**config.mk**
```make
export PLATFORM = sky130hd
export DESIGN_NAME = vending_machine_param_flat
export DESIGN_NICKNAME = d
export VERILOG_FILES = /design/src/rtl/vm_pkg.sv /design/src/rtl/vending_machine_param_if.sv /design/src/rtl/vm_coin_decode.sv /design/src/rtl/vending_machine_param.sv /design/src/flat_wrapper.sv
export SDC_FILE = /design/constraint.sdc
export NUM_CORES = 1
export LEC_CHECK = 0
export CORE_AREA = 4 4 41 43
export CTS_CLUSTER_SIZE = 10
export DETAILED_ROUTE_END_ITERATION = 10
export DIE_AREA = 0 0 45 47
export PLACE_DENSITY_LB_ADDON = 0.08
export SYNTH_ARGS = -nofsm -noshare
export SYNTH_HDL_FRONTEND = slang
export SYNTH_SLANG_ARGS = --single-unit
```
**constraint.sdc**
```tcl
create_clock -name clk -period 1.7 [get_ports clk]
set_input_delay 0.425 -clock clk [delete_from_list [all_inputs] [get_ports clk]]
set_output_delay 0.425 -clock clk [all_outputs]
set_load 0.02 [all_outputs]
```
**src/rtl/vm_pkg.sv**
```systemverilog
// Shared constants and types for the vending machine: coin encodings, unit values, FSM states.
// The optional change feature is selected with the VM_CHANGE_EN macro (see vending_machine_param.sv).
package vm_pkg;

    localparam logic [1:0] COIN_NONE    = 2'b00;
    localparam logic [1:0] COIN_NICKEL  = 2'b01;
    localparam logic [1:0] COIN_DIME    = 2'b10;
    localparam logic [1:0] COIN_QUARTER = 2'b11;

    localparam int UNIT_W        = 3;
    localparam int QUARTER_UNITS = 5;

    typedef enum logic [1:0] {
        ST_COLLECT = 2'd0,
        ST_VEND    = 2'd1,
        ST_CHANGE  = 2'd2
    } vm_state_t;

endpackage

```
**src/rtl/vending_machine_param_if.sv**
```systemverilog
// Coin/cancel inputs and vend/change/busy/credit outputs of the vending machine.
interface vending_machine_param_if #(
    parameter int CREDIT_W = 4
);
    logic [1:0]          coin;
    logic                cancel;
    logic                vend;
    logic                change_out;
    logic                busy;
    logic [CREDIT_W-1:0] credit;

    modport master (output coin, cancel, input vend, change_out, busy, credit);
    modport slave  (input coin, cancel, output vend, change_out, busy, credit);
endinterface

```
**src/rtl/vm_coin_decode.sv**
```systemverilog
// Combinational map from the 2-bit coin code to its value in 5-cent units.
module vm_coin_decode
    import vm_pkg::*;
(
    input  logic [1:0]        i_coin,
    output logic [UNIT_W-1:0] o_units
);

    always_comb begin
        o_units = '0;
        case (i_coin)
            COIN_NICKEL:  o_units = UNIT_W'(1);
            COIN_DIME:    o_units = UNIT_W'(2);
            COIN_QUARTER: o_units = UNIT_W'(QUARTER_UNITS);
            default:      o_units = '0;
        endcase
    end

endmodule

```
**src/rtl/vending_machine_param.sv**
```systemverilog
// Parameterised coin-operated vending machine (Moore FSM, registered outputs).
// Define VM_CHANGE_EN to return overpayment and cancelled credit as nickel pulses.
//
//  state      | meaning
//  ST_COLLECT | accepting coins and cancel, busy low
//  ST_VEND    | one-cycle dispense pulse, price deducted on exit
//  ST_CHANGE  | one change_out pulse per remaining unit of credit
module vending_machine_param
    import vm_pkg::*;
#(
    parameter int PRICE    = 3,
    parameter int CREDIT_W = 4
) (
    input logic                    clk,
    input logic                    rst,
    vending_machine_param_if.slave bus
);

    // Worst case in COLLECT is (PRICE-1) plus a quarter, so this bound rules out wrap.
    generate
        if (PRICE < 1 || PRICE > 31 || (PRICE + QUARTER_UNITS - 1) >= (2 ** CREDIT_W)) begin : g_param_err
            $error("vending_machine_param: PRICE/CREDIT_W combination would overflow credit");
        end
    endgenerate

    localparam logic [CREDIT_W-1:0] LP_PRICE = CREDIT_W'(PRICE);
    localparam logic [CREDIT_W-1:0] LP_ONE   = CREDIT_W'(1);

    vm_state_t           r_state;
    logic [CREDIT_W-1:0] r_credit;
    logic                r_vend;
    logic                r_change;
    logic                r_busy;

    logic [UNIT_W-1:0]   w_units;
    logic [CREDIT_W-1:0] w_sum;

    vm_coin_decode u_coin_decode (
        .i_coin  (bus.coin),
        .o_units (w_units)
    );

    assign w_sum = r_credit + CREDIT_W'(w_units);

`ifdef VM_CHANGE_EN
    logic [CREDIT_W-1:0] w_rem;
    assign w_rem = r_credit - LP_PRICE;
`endif

    always_ff @(posedge clk or negedge rst) begin
        if (!rst) begin
            r_state  <= ST_COLLECT;
            r_credit <= '0;
            r_vend   <= 1'b0;
            r_change <= 1'b0;
            r_busy   <= 1'b0;
        end else begin
            case (r_state)
                ST_COLLECT: begin
                    // Cancel refunds the coin-inclusive total and takes priority over a vend.
                    if (bus.cancel && (w_sum != '0)) begin
`ifdef VM_CHANGE_EN
                        r_state  <= ST_CHANGE;
                        r_credit <= w_sum;
                        r_change <= 1'b1;
                        r_busy   <= 1'b1;
`else
                        r_credit <= '0;
`endif
                    end else if (w_sum >= LP_PRICE) begin
                        r_state  <= ST_VEND;
                        r_credit <= w_sum;
                        r_vend   <= 1'b1;
                        r_busy   <= 1'b1;
                    end else begin
                        r_credit <= w_sum;
                    end
                end
                ST_VEND: begin
                    r_vend <= 1'b0;
`ifdef VM_CHANGE_EN
                    r_credit <= w_rem;
                    if (w_rem != '0) begin
                        r_state  <= ST_CHANGE;
                        r_change <= 1'b1;
                    end else begin
                        r_state <= ST_COLLECT;
                        r_busy  <= 1'b0;
                    end
`else
                    r_credit <= '0;
                    r_state  <= ST_COLLECT;
                    r_busy   <= 1'b0;
`endif
                end
                ST_CHANGE: begin
                    r_credit <= r_credit - LP_ONE;
                    if (r_credit == LP_ONE) begin
                        r_state  <= ST_COLLECT;
                        r_change <= 1'b0;
                        r_busy   <= 1'b0;
                    end
                end
                default: begin
                    r_state  <= ST_COLLECT;
                    r_credit <= '0;
                    r_vend   <= 1'b0;
                    r_change <= 1'b0;
                    r_busy   <= 1'b0;
                end
            endcase
        end
    end

    assign bus.vend       = r_vend;
    assign bus.change_out = r_change;
    assign bus.busy       = r_busy;
    assign bus.credit     = r_credit;

endmodule
```
**src/flat_wrapper.sv**
```systemverilog
// flat-port wrapper written by rule: the top's interface ports become plain ports
module vending_machine_param_flat import vm_pkg::*;
#(
    parameter int PRICE    = 3,
    parameter int CREDIT_W = 4
)
  (clk, rst, bus_coin, bus_cancel, bus_vend, bus_change_out, bus_busy, bus_credit);
  vending_machine_param_if #(.CREDIT_W(CREDIT_W)) bus_i ();
  input logic clk;
  input logic rst;
  input wire logic [$bits(bus_i.coin)-1:0] bus_coin;
  input wire logic [$bits(bus_i.cancel)-1:0] bus_cancel;
  output wire logic [$bits(bus_i.vend)-1:0] bus_vend;
  output wire logic [$bits(bus_i.change_out)-1:0] bus_change_out;
  output wire logic [$bits(bus_i.busy)-1:0] bus_busy;
  output wire logic [$bits(bus_i.credit)-1:0] bus_credit;
  assign bus_i.coin = bus_coin;
  assign bus_i.cancel = bus_cancel;
  assign bus_vend = bus_i.vend;
  assign bus_change_out = bus_i.change_out;
  assign bus_busy = bus_i.busy;
  assign bus_credit = bus_i.credit;
  vending_machine_param #(.PRICE(PRICE), .CREDIT_W(CREDIT_W)) u_core (.clk(clk), .rst(rst), .bus(bus_i));
endmodule
```
==> metrics.csv, run 1 <==
metric,value,unit
outcome,"finished, violations left",
violations in the final reports,negative setup slack,
width of the chip,45,µm
Post-Route WL,762,µm
Fin. Hold Viols,0,
"Max FO, Critical Path",3,
critical path required time,1830,ps
count of nets left with antenna violations after detail routing,0,
floorplan die area,0.00212,mm²
leakage power,0.000270,µW
Initial Util,25.2,%
htree depth,1,
number of detailed-routing iterations run before antenna repair,2,
dpl ws,-605,ps
net count reported at finish,59,
gr ovfl total,0,
share of synthesized area spent on multiplexers,0,%
start of the worst register-to-register path,u_core.bus.credit[0]$_DFF_PN0_,
category of the critical setup timing path,flop to flop,
Root Buffer Master,sky130_fd_sc_hd__clkbuf_4,
slack of the worst reg-to-reg path,-40,ps
Post-Synth XOR/XNOR Area,2.67,%
cell area after synthesis,328,µm²
worst voltage drop across the vdd grid,505,µV
arrival time of data at the critical path endpoint,1870,ps
"Buf+Inv Stages, Crit Path",0,
Slowest Stage Delay on Critical Path,530,ps
number of setup violations in the final report,1,
worst clock skew,1.54,ps
final worst-path setup slack,-36.3,ps
final worst path period need,1740,ps
Post-Route Utilization,42.4,%
complex-gate fraction of the synthesized area,9.92,%
routed len/inst,11.9,µm
wire length of the first global-routing pass,1290,µm
clock latency of the later-clocked register in the worst-skew pair,240,ps
Worst Setup End Kind,flop,
final weighted congestion in routability-driven placement,0.686,
DPL Wire Length,609,µm
maximum number of pins on one net before global-route repair,6,
CP cell instances,"ha_4, fa_1, nand2_1, and3_4, a2111oi_4",
Iteration-0 DRC Markers,2,
overall track demand over capacity in global routing,8.82,%
cell count of the worst reg-to-reg path,5,
number of pins exceeding their max-slew limit in the final report,0,
number of design rule violations left after detail routing,0,
fraction of final layout cells sized beyond drive strength 1,38.8,%
total number of clock tree sinks,5,
power density of the placed cells,1180,mW/mm²
die height,47,µm
number of top-level design ports,12,
most common library cell in the layout ignoring fill and taps,sky130_fd_sc_hd__buf_4,
"post-synthesis share of cell area spent on full adders, half adders and majority gates",17.6,%
"Largest delay share family, worst path",adder cells,
count of hold-fix buffers inserted at cts,0,
number of input and output port buffers inserted,10,
count of state elements after synthesis,5,
maximum buffer depth of the clock tree,2,
Filler Cell Count,141,
count of standard-cell rows,13,
CTS tree,built,
synth unique cells,20,
CTS buffer count,3,
average size of a mapped cell,10.9,µm²
DR vias/cell,4.36,
clock-pin transition on the worst setup and hold timing paths,40,ps
Max Clock Freq,576,MHz
sequential-to-total area share from yosys stat,38.2,%
HP Class,input port to async pin,
Placeable Area,0.00130,mm²
RSZ-0062 raised after global routing,yes,
top cells by area in the synthesized netlist,"sky130_fd_sc_hd__dfrtp_1 38%, sky130_fd_sc_hd__ha_1 11%, sky130_fd_sc_hd__fa_1 6.1%",
Antenna Diode Count,0,
reported max-cap violation count,0,
CP max stage cell,sky130_fd_sc_hd__fa_1,
period utilisation layout,102,%
simple logic cell fraction of the synthesized area,24.8,%
via total after detailed routing,279,
number of antenna violations at the first check in global routing,0,
CP Launch Type,flop,
Mapped Nets,39,
reg-to-reg endpoint,u_core.bus.vend$_DFFE_PN0P_,
vias in the first global route,291,
area share of the largest cell type after synthesis,38.2,%
Ys Warns,0,
Synth-to-Final Area Change,68.3,%
dominant combinational cell family by area after synthesis,simple AND/OR/NAND/NOR gates,
dominant cell type by area after synthesis,sky130_fd_sc_hd__dfrtp_1,
post-synthesis instance total,30,
"top library cells by usage in the layout, fill and taps aside","8 x sky130_fd_sc_hd__buf_4, 5 x sky130_fd_sc_hd__clkdlybuf4s50_1, 5 x sky130_fd_sc_hd__dfrtp_1",
## where the power goes
group	switching [µW]	internal, µW
clock	44.5	88.5
combinational	160	194
sequential	21.2	146
## state kept, by name (all words and copies together), names as in the netlist
| name | count |
|---|---|
| u_core.bus.credit | 4 |
| u_core.bus.vend | 1 |
## worst max path at each step
stage                                              start                           to  slack, ps  cells past startpoint
after global routing      u_core.bus.credit[0]$_DFF_PN0_  u_core.bus.vend$_DFFE_PN0P_       -100                      5
final                     u_core.bus.credit[0]$_DFF_PN0_  u_core.bus.vend$_DFFE_PN0P_        -40                      5
after detailed placement                     bus_coin[0]  u_core.bus.vend$_DFFE_PN0P_       -610                      6
after CTS                 u_core.bus.credit[0]$_DFF_PN0_  u_core.bus.vend$_DFFE_PN0P_       -100                      5
after global placement                       bus_coin[0]  u_core.bus.vend$_DFFE_PN0P_       -600                      6
after floorplan                              bus_coin[0]  u_core.bus.vend$_DFFE_PN0P_       -130                      6
## cell families after synthesis
group,Yosys count
AOI/OAI and AO/OA,4
xor gates and xnor gates,1
adders and majority gates,4
buffers and inverters,3
DFF,5
other,1
and+or+nand+nor,12
## metrics by stage
step | power (µW) | cells | hold slack [ps] | area (µm²) | TNS (ps)
after floorplan | 360 | 30 | 129 | 344 | -130
after global placement | 498 | 57 | 591 | 482 | -1600
after detailed placement | 499 | 57 | 600 | 482 | -1650
after CTS | 658 | 63 | 402 | 536 | -104
after global routing | 699 | 64 | 411 | 552 | -95.3
final | 654 | 64 | 404 | 552 | -36.3
## cell usage after synthesis (all sizes together)
cell / instances
clkbuf: 1
a2111oi: 1
a21boi: 1
nand3: 1
buf: 2
ha: 3
and4: 1
a21oi: 2
nand2: 2
and2: 1
conb: 1
nor3: 1
xnor2: 1
and3b: 1
dfrtp: 5
nor3b: 2
nor2b: 1
and3: 1
fa: 1
nor4: 1
## cell type report
class / instances / area, µm² / share of cell area [%]
multi-input cells: 22 / 226 / 41.0
clock buffers: 4 / 26.3 / 4.76
flip-flops and latches: 5 / 125 / 22.7
repair buffers: 18 / 155 / 28.1
well taps: 15 / 18.8 / 3.40
## layer usage
| layer | global-route usage, % | up-vias | share of wire (%) |
|---|---|---|---|
| met5 | 0 | - | 0 |
| met4 | 8.77 | 0 | 1.8 |
| met1 | 10.6 | 125 | 47 |
| li1 | - | 142 | - |
| met3 | 1.92 | 2 | 6.0 |
| met2 | 12.7 | 10 | 45 |
## what timing repair did
action,4_1_cts,5_1_grt
pin swaps,5,1
resized for setup,11,3
setup buffers,2,1
endpoints found under the hold margin,0,0
endpoints found under the setup margin,5,3
## worst register-to-register path, cell delays in order, from the launching register on
cell	delay (ps)
sky130_fd_sc_hd__dfrtp_1	410
sky130_fd_sc_hd__ha_4	180
sky130_fd_sc_hd__fa_1	530
sky130_fd_sc_hd__nand2_1	70
sky130_fd_sc_hd__and3_4	180
sky130_fd_sc_hd__a2111oi_4	270
No activity file was read; power rests on OpenSTA's default activity.
==> inputs of run 2 (changes only) <==
--- a/config.mk
+++ b/config.mk
@@ -9,7 +9,10 @@
 export CTS_CLUSTER_SIZE = 10
 export DETAILED_ROUTE_END_ITERATION = 10
 export DIE_AREA = 0 0 45 47
+export MAX_ROUTING_LAYER = met4
 export PLACE_DENSITY_LB_ADDON = 0.08
+export RECOVER_POWER = 50
 export SYNTH_ARGS = -nofsm -noshare
 export SYNTH_HDL_FRONTEND = slang
+export SYNTH_HIERARCHICAL = 1
 export SYNTH_SLANG_ARGS = --single-unit
==> run 2 against run 1 <==
Against the previous run:
- the flow still finishes with violations (negative setup slack)
- count of clock-buffer cells in the layout stayed put
- setup slack better by 7.1 ps
- routed wire length up 6.4%
- sequential power is essentially flat
- hold slack improved by 64 ps
- area after synthesis stayed put
- critical path type unchanged
- critical endpoint is now u_core/bus.busy$_DFFE_PN0P_
==> metrics.csv, run 2 <==
metric,value,unit,change
category of the critical setup timing path,flop to flop,,
leakage power,0.000277,µW,+2.9%
Total Negative Setup Slacks,-29.2,ps,+7.12 ps
Placeable Area,0.00130,mm²,unchanged
worst voltage drop across the vdd grid,604,µV,+20%
met3 usage,2.68,%,+0.77 points
DPL Wire Length,619,µm,+1.7%
vias in the first global route,325,,+12%
average size of a mapped cell,10.9,µm²,unchanged
Mapped Nets,39,,unchanged
Fin. Hold Viols,0,,unchanged
"top library cells by usage in the layout, fill and taps aside","7 x sky130_fd_sc_hd__buf_4, 5 x sky130_fd_sc_hd__dfrtp_1, 3 x sky130_fd_sc_hd__clkbuf_4",,
Synth-to-Final Area Change,66.4,%,
global-route track usage on met1,10.0,%,-0.65 points
overall track demand over capacity in global routing,10.2,%,+1.4 points
Hold Slack,468,ps,+64.0 ps
met2 routing resource usage after global routing,15.8,%,+3.1 points
Antenna Diode Count,0,,unchanged
Filler Cell Count,138,,-2.1%
Iteration-0 DRC Markers,1,,-1
Root Buffer Master,sky130_fd_sc_hd__clkbuf_4,,
start of the worst register-to-register path,u_core/bus.credit[0]$_DFF_PN0_,,
number of top-level design ports,12,,unchanged
fraction of final layout cells sized beyond drive strength 1,39.6,%,+0.81 points
die height,47,µm,unchanged
count of standard-cell rows,13,,unchanged
CTS buffer count,3,,unchanged
Initial Util,25.2,%,unchanged
"number of placed instances, taps included",57,,unchanged
number of design rule violations left after detail routing,0,,unchanged
wire length of the first global-routing pass,1440,µm,+12%
final worst-path setup slack,-29.2,ps,+7.12 ps
leading cell type by number of instances after synthesis,sky130_fd_sc_hd__dfrtp_1,,
via total after detailed routing,282,,+1.1%
sequential-to-total area share from yosys stat,38.2,%,unchanged
maximum number of pins on one net before global-route repair,6,,unchanged
cell area after synthesis,328,µm²,unchanged
final weighted congestion in routability-driven placement,0.755,,+10%
Worst Setup End Kind,flop,,
busiest grt layer,met2,,
Finished Layout Cells,63,,-1.6%
power density of the placed cells,1200,mW/mm²,+1.7%
synth unique cells,20,,unchanged
top cells by area in the synthesized netlist,"sky130_fd_sc_hd__dfrtp_1 38%, sky130_fd_sc_hd__ha_1 11%, sky130_fd_sc_hd__fa_1 6.1%",,
width of the chip,45,µm,unchanged
Max Clock Freq,578,MHz,+0.41%
net count reported at finish,58,,-1.7%
Commonest cells post-synth,"5 x sky130_fd_sc_hd__dfrtp_1, 3 x sky130_fd_sc_hd__ha_1",,
outcome,"finished, violations left",,
worst clock skew,1.40,ps,-0.138 ps
number of detailed-routing iterations run before antenna repair,3,,+1
post-synthesis instance total,30,,unchanged
area of the multi-input gates,231,µm²,+2.2%
number of setup violations in the final report,1,,unchanged
violations in the final reports,negative setup slack,,
number of pins exceeding their max-slew limit in the final report,0,,unchanged
"Max FO, Critical Path",3,,unchanged
HP Class,input port to async pin,,
count of state elements after synthesis,5,,unchanged
number of input and output port buffers inserted,10,,unchanged
CP Launch Type,flop,,
Post-Route WL,811,µm,+6.4%
cell count of the worst reg-to-reg path,5,,unchanged
DR vias/cell,4.48,,+2.7%
routed len/inst,12.9,µm,+8.1%
gr ovfl total,0,,unchanged
number of enable-type register cells in the synthesized netlist,0,,unchanged
clock-pin transition on the worst setup and hold timing paths,40,ps,about the same
htree depth,1,,unchanged
arrival time of data at the critical path endpoint,1860,ps,about the same
period utilisation layout,102,%,-0.42 points
RSZ-0062 raised after global routing,yes,,
floorplan die area,0.00212,mm²,unchanged
area used by sequential logic in the layout,125,µm²,unchanged
final worst path period need,1730,ps,-7.12 ps
post-synthesis async set-or-reset flop share,100,%,unchanged
count of hold-fix buffers inserted at cts,0,,unchanged
CTS tree,built,,
reported max-cap violation count,0,,unchanged
critical path required time,1830,ps,about the same
count of nets left with antenna violations after detail routing,0,,unchanged
Ys Warns,6,,+6
dominant cell type by area after synthesis,sky130_fd_sc_hd__dfrtp_1,,
reg-to-reg endpoint,u_core/bus.busy$_DFFE_PN0P_,,
"Primary FF master, synth",sky130_fd_sc_hd__dfrtp_1,,
total number of clock tree sinks,5,,unchanged
"flip-flop count of the largest register, all copies and words added",4,,unchanged
area share of the largest cell type after synthesis,38.2,%,unchanged
maximum buffer depth of the clock tree,2,,unchanged
slack of the worst reg-to-reg path,-30,ps,about the same
most common library cell in the layout ignoring fill and taps,sky130_fd_sc_hd__buf_4,,
clock latency of the later-clocked register in the worst-skew pair,240,ps,about the same
total power of the final layout,657,µW,+0.52%
number of antenna violations at the first check in global routing,0,,unchanged
## run 2: final cells by class
type	count	area share, %
Multi-Input combinational cell	22	42.4
Clock buffer	4	4.82
Timing Repair Buffer	17	26.4
Tap cell	15	3.44
Sequential cell	5	22.9
## run 2: kinds of logic (layout without fill, tap and decap cells)
kind of cell               Yosys count  in the layout  share of synthesized area, %
xor gates and xnor gates             1              1                          2.67
adders and majority gates            4              4                          17.6
buffers and inverters                3             21                          5.72
AOI/OAI and AO/OA                    4              4                          9.92
DFF                                  5              5                          38.2
other                                1              1                          1.14
and+or+nand+nor                     12             12                          24.8
## run 2: timing repair
item / in CTS / in global routing
resized for setup: 11 / 6
setup endpoints to repair: 5 / 6
pin swaps: 4 / 1
buffers inserted: 1 / 1
## run 2: metrics by stage
step / setup WS [ps] / utilization [%] / cell area [µm²]
3_3_place_gp: -582 / 37.0 / 482
3_5_place_dp: -647 / 37.0 / 482
6_report: -29.2 / 41.9 / 546
5_1_grt: -115 / 41.9 / 546
4_1_cts: -110 / 40.6 / 528
2_1_floorplan: -130 / - / 344
## run 2: per-layer routing
layer | vias up | part of all wire [%] | routed length (µm)
li1 | 139 | - | -
met3 | 0 | 6.3 | 51
met4 | 0 | 0 | 0
met5 | - | 0 | 0
met2 | 9 | 57 | 461
met1 | 134 | 37 | 298
## run 2: where the power goes
part,internal (µW),switching (µW)
clock,88.6,46.7
combinational,188,166
sequential,146,21.1
## run 2: worst max-delay path by stage
stage	start	depth (start not counted)	end
after floorplan	bus_coin[0]	6	u_core/bus.busy$_DFFE_PN0P_
after global placement	bus_coin[0]	6	u_core/bus.busy$_DFFE_PN0P_
after detailed placement	bus_coin[0]	6	u_core/bus.busy$_DFFE_PN0P_
after CTS	u_core/bus.credit[0]$_DFF_PN0_	5	u_core/bus.busy$_DFFE_PN0P_
after global routing	u_core/bus.credit[0]$_DFF_PN0_	5	u_core/bus.busy$_DFFE_PN0P_
final	u_core/bus.credit[0]$_DFF_PN0_	5	u_core/bus.busy$_DFFE_PN0P_
## run 2: worst max-delay path, cell delays in order, from the launching register on
cell and delay, ps:
sky130_fd_sc_hd__dfrtp_1 400, sky130_fd_sc_hd__ha_4 170, sky130_fd_sc_hd__fa_1 520, sky130_fd_sc_hd__nand2_1 60, sky130_fd_sc_hd__and3_4 180, sky130_fd_sc_hd__a2111oi_4 290
